===== src/rtl/sh7604_ext_responder_pkg.sv =====
// Shared types and helpers for the SH7604 external-bus target responder.
package sh7604_ext_responder_pkg;

  typedef enum logic [2:0] {
    IDLE  = 3'd0,
    START = 3'd1,
    REQ   = 3'd2,
    DONE  = 3'd3,
    HOLD  = 3'd4,
    ABORT = 3'd5
  } resp_state_t;

  localparam int CNT_W = 3;

  // Byte strobes from the CPU are active low. All-high on a write cycle
  // means the CPU did not qualify bytes, so treat it as a full-word write.
  function automatic logic [3:0] we_to_be(input logic [3:0] we_n);
    logic [3:0] be;
    if (we_n == 4'hF) be = 4'hF;
    else              be = ~we_n;
    return be;
  endfunction

endpackage


===== src/rtl/sh7604_ext_responder.sv =====
// SH7604 external-bus target: one chip-select area mapped onto a
// single-request/ack backend port, with WAIT_N stretching the CPU cycle.
//
// state | meaning
// ------+-------------------------------------------------------------
// IDLE  | no cycle; waiting for CS_N=0 with BS_N=0
// START | address/direction latched; sample write data/strobes, raise REQ
// REQ   | WAIT_N low; waiting for backend ack and minimum wait count
// DONE  | WAIT_N high; CPU samples read data / completion
// HOLD  | read data held; back-to-back start or return to IDLE
// ABORT | CS_N dropped mid-cycle; REQ kept until the backend acks
module sh7604_ext_responder
  import sh7604_ext_responder_pkg::*;
#(
  parameter int AW       = 22,
  parameter int MIN_WAIT = 1,
  parameter int RD_HOLD  = 1
) (
  input  logic          CLK,
  input  logic          RST_N,
  input  logic          CE_R,
  input  logic [26:0]   A,
  input  logic [31:0]   BDI,
  output logic [31:0]   BDO,
  input  logic          BS_N,
  input  logic          CS_N,
  input  logic          RD_WR_N,
  input  logic [3:0]    WE_N,
  input  logic          RD_N,
  output logic          WAIT_N,
  output logic [AW-1:0] MEM_A,
  output logic [31:0]   MEM_DO,
  output logic [3:0]    MEM_BE,
  output logic          MEM_WE,
  output logic          MEM_REQ,
  input  logic [31:0]   MEM_DI,
  input  logic          MEM_ACK
);

  localparam logic [CNT_W-1:0] MIN_WAIT_C = CNT_W'(MIN_WAIT);
  localparam logic [CNT_W-1:0] RD_HOLD_C  = CNT_W'(RD_HOLD);

  resp_state_t      r_state;
  logic [CNT_W-1:0] r_cnt;
  logic             r_ack_seen;
  logic [31:0]      r_bdo;
  logic             r_wait_n;
  logic [AW-1:0]    r_mem_a;
  logic [31:0]      r_mem_do;
  logic [3:0]       r_mem_be;
  logic             r_mem_we;
  logic             r_mem_req;

  // An ack only counts while a request is outstanding.
  logic w_ack;
  // The counter is tested before its own decrement, so a value of 1
  // means this is the last required tick.
  logic w_cnt_last;
  // RD_N is not needed (direction comes from RD_WR_N); A is only partly used.
  logic w_unused;

  assign w_ack      = MEM_ACK & r_mem_req;
  assign w_cnt_last = (r_cnt <= CNT_W'(1));
  assign w_unused   = &{1'b0, RD_N, A};

  assign BDO     = r_bdo;
  assign WAIT_N  = r_wait_n;
  assign MEM_A   = r_mem_a;
  assign MEM_DO  = r_mem_do;
  assign MEM_BE  = r_mem_be;
  assign MEM_WE  = r_mem_we;
  assign MEM_REQ = r_mem_req;

  // Bus-cycle FSM with wait/hold counter; everything advances on CE_R ticks.
  always_ff @(posedge CLK or negedge RST_N) begin
    if (!RST_N) begin
      r_state    <= IDLE;
      r_cnt      <= '0;
      r_ack_seen <= 1'b0;
      r_bdo      <= '0;
      r_wait_n   <= 1'b1;
      r_mem_a    <= '0;
      r_mem_do   <= '0;
      r_mem_be   <= '0;
      r_mem_we   <= 1'b0;
      r_mem_req  <= 1'b0;
    end else if (CE_R) begin
      case (r_state)
        IDLE: begin
          if (!CS_N && !BS_N) begin
            r_mem_a  <= A[AW+1:2];
            r_mem_we <= ~RD_WR_N;
            r_state  <= START;
          end
        end
        START: begin
          if (CS_N) begin
            r_wait_n <= 1'b1;
            r_state  <= ABORT;
          end else begin
            r_wait_n   <= 1'b0;
            r_mem_be   <= r_mem_we ? we_to_be(WE_N) : 4'hF;
            if (r_mem_we) r_mem_do <= BDI;
            r_mem_req  <= 1'b1;
            r_cnt      <= MIN_WAIT_C;
            r_ack_seen <= 1'b0;
            r_state    <= REQ;
          end
        end
        REQ: begin
          if (r_cnt != '0) r_cnt <= r_cnt - CNT_W'(1);
          if (w_ack) r_mem_req <= 1'b0;
          if (CS_N) begin
            // Read data from a late ack is dropped; REQ stays up until ack.
            r_wait_n <= 1'b1;
            r_state  <= ABORT;
          end else begin
            if (w_ack) r_ack_seen <= 1'b1;
            if (w_ack && !r_mem_we) r_bdo <= MEM_DI;
            if ((r_ack_seen || w_ack) && w_cnt_last) begin
              r_wait_n <= 1'b1;
              r_state  <= DONE;
            end
          end
        end
        DONE: begin
          r_cnt      <= RD_HOLD_C;
          r_ack_seen <= 1'b0;
          r_state    <= HOLD;
        end
        HOLD: begin
          if (CS_N) begin
            r_state <= IDLE;
          end else if (w_cnt_last && !BS_N) begin
            // Back-to-back cycle: skip IDLE and start directly.
            r_mem_a  <= A[AW+1:2];
            r_mem_we <= ~RD_WR_N;
            r_state  <= START;
          end else if (r_cnt != '0) begin
            r_cnt <= r_cnt - CNT_W'(1);
          end
        end
        ABORT: begin
          if (!r_mem_req || w_ack) begin
            r_mem_req <= 1'b0;
            r_state   <= IDLE;
          end
        end
        default: begin
          r_state <= IDLE;
        end
      endcase
    end
  end

endmodule


===== config.mk =====
export PLATFORM = sky130hd
export DESIGN_NAME = sh7604_ext_responder
export DESIGN_NICKNAME = d
export VERILOG_FILES = /design/src/rtl/sh7604_ext_responder_pkg.sv /design/src/rtl/sh7604_ext_responder.sv
export SDC_FILE = /design/constraint.sdc
export NUM_CORES = 1
export LEC_CHECK = 0
export ABC_CLOCK_PERIOD_IN_PS = 5200
export BUFFER_PORTS_ARGS = -buffer_cell sky130_fd_sc_hd__clkbuf_2
export CELL_PAD_IN_SITES_DETAIL_PLACEMENT = 2
export CELL_PAD_IN_SITES_GLOBAL_PLACEMENT = 2
export CORE_MARGIN = 3
export CORE_UTILIZATION = 32
export DETAILED_ROUTE_END_ITERATION = 7
export GPL_TIMING_DRIVEN = 1
export PLACE_DENSITY = 0.84
export SKIP_LAST_GASP = 1
export SYNTH_ARGS = -nofsm -noshare
export SYNTH_HDL_FRONTEND = slang
export SYNTH_SLANG_ARGS = --single-unit
export TNS_END_PERCENT = 20

===== constraint.sdc =====
create_clock -name CLK -period 5.2 [get_ports CLK]
set_input_delay 1.04 -clock CLK [delete_from_list [all_inputs] [get_ports CLK]]
set_output_delay 1.04 -clock CLK [all_outputs]
set_load 0.02 [all_outputs]

==> metrics.sh <==
OUTCOME='finished, final reports clean'
GRT_USE_TOTAL=0.178
CELLINTERNALPOWER_uW=2040
WL_MM=12.8
SYN_AREA_UM2=4210
ROWS=41
HP-CLASS='register to register'
POST-ROUTE-MIN-PERIOD_NS=3.00
SYNTH_TOP_AREA_SHARE=0.588
SETUP.WORST_PATH.START_CLASS='primary input'
TOP_LEVEL_PORTS=196
RELSLEWSLACK=0.238
DIEWIDTH_UM=121
ROUTE.ANTENNA.REMAINING_NETS=0
POWERDENSITY_nW_PER_UM2=603
ANTENNA_CELLS_INSERTED=0
SYNTH_SEQUENTIAL_AREA_RATIO=0.594
CPMAXSTAGEDELAYCELL='sky130_fd_sc_hd__nor2_2'
END_KIND='register'
CTS_HOLD_BUFFERS=0
COMBPWRFRAC=0.411
WIRE_LENGTH_OF_THE_FIRST_GLOBAL_ROUTING_PASS_MM=19.7
FINCLKSKEW_NS=0.00683
FLOORPLAN.DIE.HEIGHT_UM=121
TIMING_WORST_SETUP_PATH_TYPE='primary input to register'
SYNTH.NET_COUNT=392
INSTANCES_NO_FILL=650
CP.ARRIVAL_NS=3.23
CLK-INSERTION-DELAY-LATE_NS=0.34
VIA_COUNT=3042
LARGEST_AREA_CONTRIBUTOR_IN_THE_NETLIST='sky130_fd_sc_hd__dfrtp_1'
FMAXACHIEVABLE_MHz=333
CTS_BUFFERS=9
YOSYSUNIQUECELLTYPES=41
MOST_COMMON_CELL_IN_THE_NETLIST='sky130_fd_sc_hd__dfrtp_1'
AREA_DELTA_SYNTH_FINAL_PCT=32.5
CTS-HTREE-LEVELS=3
DRT_FIRST_ITER_VIOLATIONS=78
SYNTH_SEQ_CELLS=100
CLOCK-SINKS=100
WORSTPATHREQUIRED_NS=5.43
FILLERINSTANCES=1342
FINAL-SEQ-AREA_UM2=2500
ROUTE.DETAILED.WL_PER_INST_UM=19.7
POWER.NET_SWITCHING_uW=1320
SYNTH_EDF_COUNT=0
DIEAREA_UM2=14600
MAXSLEWVIOLCOUNT=0
OVERFLOW=0
TIMING.FINAL.HOLD_VIOLATIONS=0
CORE_UM2=12700
SYNTH.TOP_CELLS.BY_AREA='sky130_fd_sc_hd__dfrtp_1 (59%), sky130_fd_sc_hd__mux2_2 (15%), sky130_fd_sc_hd__mux2_4 (11%)'
DRCVIOLATIONCOUNT=0
CLOCKROOTBUFFER='sky130_fd_sc_hd__clkbuf_16'
CLOCK_POWER_SHARE=0.193
CTS-RESIZED-GATES=0
SYNTHTOPCELLSBYCOUNT='sky130_fd_sc_hd__dfrtp_1 (99), sky130_fd_sc_hd__mux2_2 (56), sky130_fd_sc_hd__mux2_4 (30)'
TIMING.CRITICAL_PATH.SLOWEST_CELL_DELAY_NS=0.89
POWER_FRAC_SEQ=0.396
POSTCTSSETUPBUFFERS=0
DRT-PASS1-ITER-COUNT=4
WORST-SLEW-PIN-TRANSITION_NS=1.14
MULTIINPUTGATEAREA_UM2=1590
SYNTHESIS.AREA_PER_INSTANCE_UM2=14.7
FINAL_TNS_SETUP_NS=0
PLACE.GP.CONGESTION=0.739
ASYNCSETRESETFLOPFRACSYNTH=1.00
TIMING.CRITICAL_PATH.CELLS='clkbuf_2 > nor3_1 > nand2_1 > nor2_2 > mux2_2'
GRT_ANTENNA_BEFORE_REPAIR=0
MAX-VDD-IR-DROP_mV=0.220
PLACEDCELLCOUNT=634
SETUP_VIOLATIONS=0
YOSYSWARNINGCOUNT=0
DRIVE_GT1_FRAC=0.628
CELLLEAKAGEPOWER_uW=0.00298
FINISH.NET_COUNT=579
IO_BUFFER_COUNT=189
CTSLONGESTPATHBUFFERS=2
FINALCRITPERIODSHARE=0.578
CRITICAL_PATH_PEAK_FANOUT=22
MAX_CAP_VIOL_COUNT=0
CLKSLEWWORSTSETUPHOLDPATHS_NS=0.07
HPWL_MM=9.90
SYNTH-MAIN-FF-CELL='sky130_fd_sc_hd__dfrtp_1'
STARTING_UTILIZATION_OF_THE_CORE_AREA=0.331
ROUTE.DETAILED.VIAS_PER_INST=4.68
SWITCHING_SHARE=0.392
CTS_TREE='yes'
GRT_MAX_DEGREE=59
SYN_INST=286
RSZ_0062_RAISED_AFTER_GLOBAL_ROUTING='no'
GRT_PASS1_VIAS=3502
[per-stage QoR]
stage	total power, uW	hold WS [ns]	utilization	area (um2)	setup slack (ns)
floorplan	2190	0.518	-	4210	2.72
global placement	2650	0.489	0.416	5290	1.87
detailed placement	2750	0.493	0.416	5290	1.79
CTS	3420	0.508	0.439	5580	2.12
global route	3570	0.523	0.439	5580	1.95
finish	3360	0.507	0.439	5580	2.20
[critical path, delay by kind of cell]
kind / cells / cell delay, ns
mux: 1 / 0.45
buf+inv: 1 / 0.18
simple gates: 3 / 1.55
[path summary, 6_finish.rpt]
path                            slack, ns              startpoint                endpoint  cells after the start
worst max-delay path                 2.20                    CS_N   MEM_A[14]$_DFFE_PN0P_                      5
worst min-delay path                 0.51  MEM_DO[26]$_DFFE_PN0P_  MEM_DO[26]$_DFFE_PN0P_                      1
worst max register to register       2.52  r_state[0]$_DFFE_PN0P_   MEM_A[14]$_DFFE_PN0P_                      4
worst min register to register       0.51  MEM_DO[26]$_DFFE_PN0P_  MEM_DO[26]$_DFFE_PN0P_                      1
max in group asynchronous            3.39                   RST_N  MEM_DO[19]$_DFFE_PN0P_                      2
min in group asynchronous            0.75                   RST_N   MEM_A[10]$_DFFE_PN0P_                      1
[power by group through the flow]
stage	clock network [uW]	logic [uW]	registers, uW
2_1_floorplan	0	530	1660
3_3_place_gp	0	1340	1310
3_5_place_dp	0	1400	1350
4_1_cts	671	1410	1340
5_1_grt	702	1480	1380
6_report	649	1380	1330
[registers in the layout, summed over array words and instances, names as in the netlist, 3 cells and up]
| name | cells |
|---|---|
| BDO | 32 |
| r_cnt | 3 |
| MEM_A | 22 |
| MEM_DO | 32 |
| r_state | 3 |
| MEM_BE | 4 |
[placed cells by master (no fill, tap or decap), drive strengths merged, types with 3 or more instances in the layout]
cell type | synthesis | routed
clkbuf | 3 | 200
buf | 12 | 3
o2bb2ai | 3 | 3
ha | 3 | 3
nor2b | 4 | 4
o21ai | 10 | 10
dfrtp | 99 | 99
mux2 | 86 | 86
nand2b | 4 | 4
inv | 6 | 7
a21oi | 10 | 10
nand2 | 4 | 4
nor2 | 13 | 13
[area by class of cell]
cell class                      instances  share of cell area
Inverter                                6             0.00404
Clock buffer                           12              0.0460
Tap cell                              172              0.0386
Multi-Input combinational cell        165               0.284
Sequential cell                       100               0.449
Clock inverter                          4             0.00583
Timing Repair Buffer                  191               0.173
[per-layer routing]
layer / vias to the layer above / routed length [um] / global-route usage
met5: - / 0 / 0
met4: 0 / 173 / 0.0538
met3: 12 / 685 / 0.0449
met2: 102 / 7250 / 0.341
met1: 1532 / 4670 / 0.191
li1: 1396 / - / -
[cell families (layout without fill, tap and decap cells)]
group | Yosys count | count (layout) | share of synthesized area
muxes | 87 | 87 | 0.259
adders and majority gates | 3 | 3 | 0.00891
AOI/OAI and AO/OA | 41 | 41 | 0.0654
DFF | 100 | 100 | 0.594
and+or+nand+nor | 34 | 34 | 0.0422
buffers and inverters | 21 | 213 | 0.0300
(Power assumes the default switching activity.)
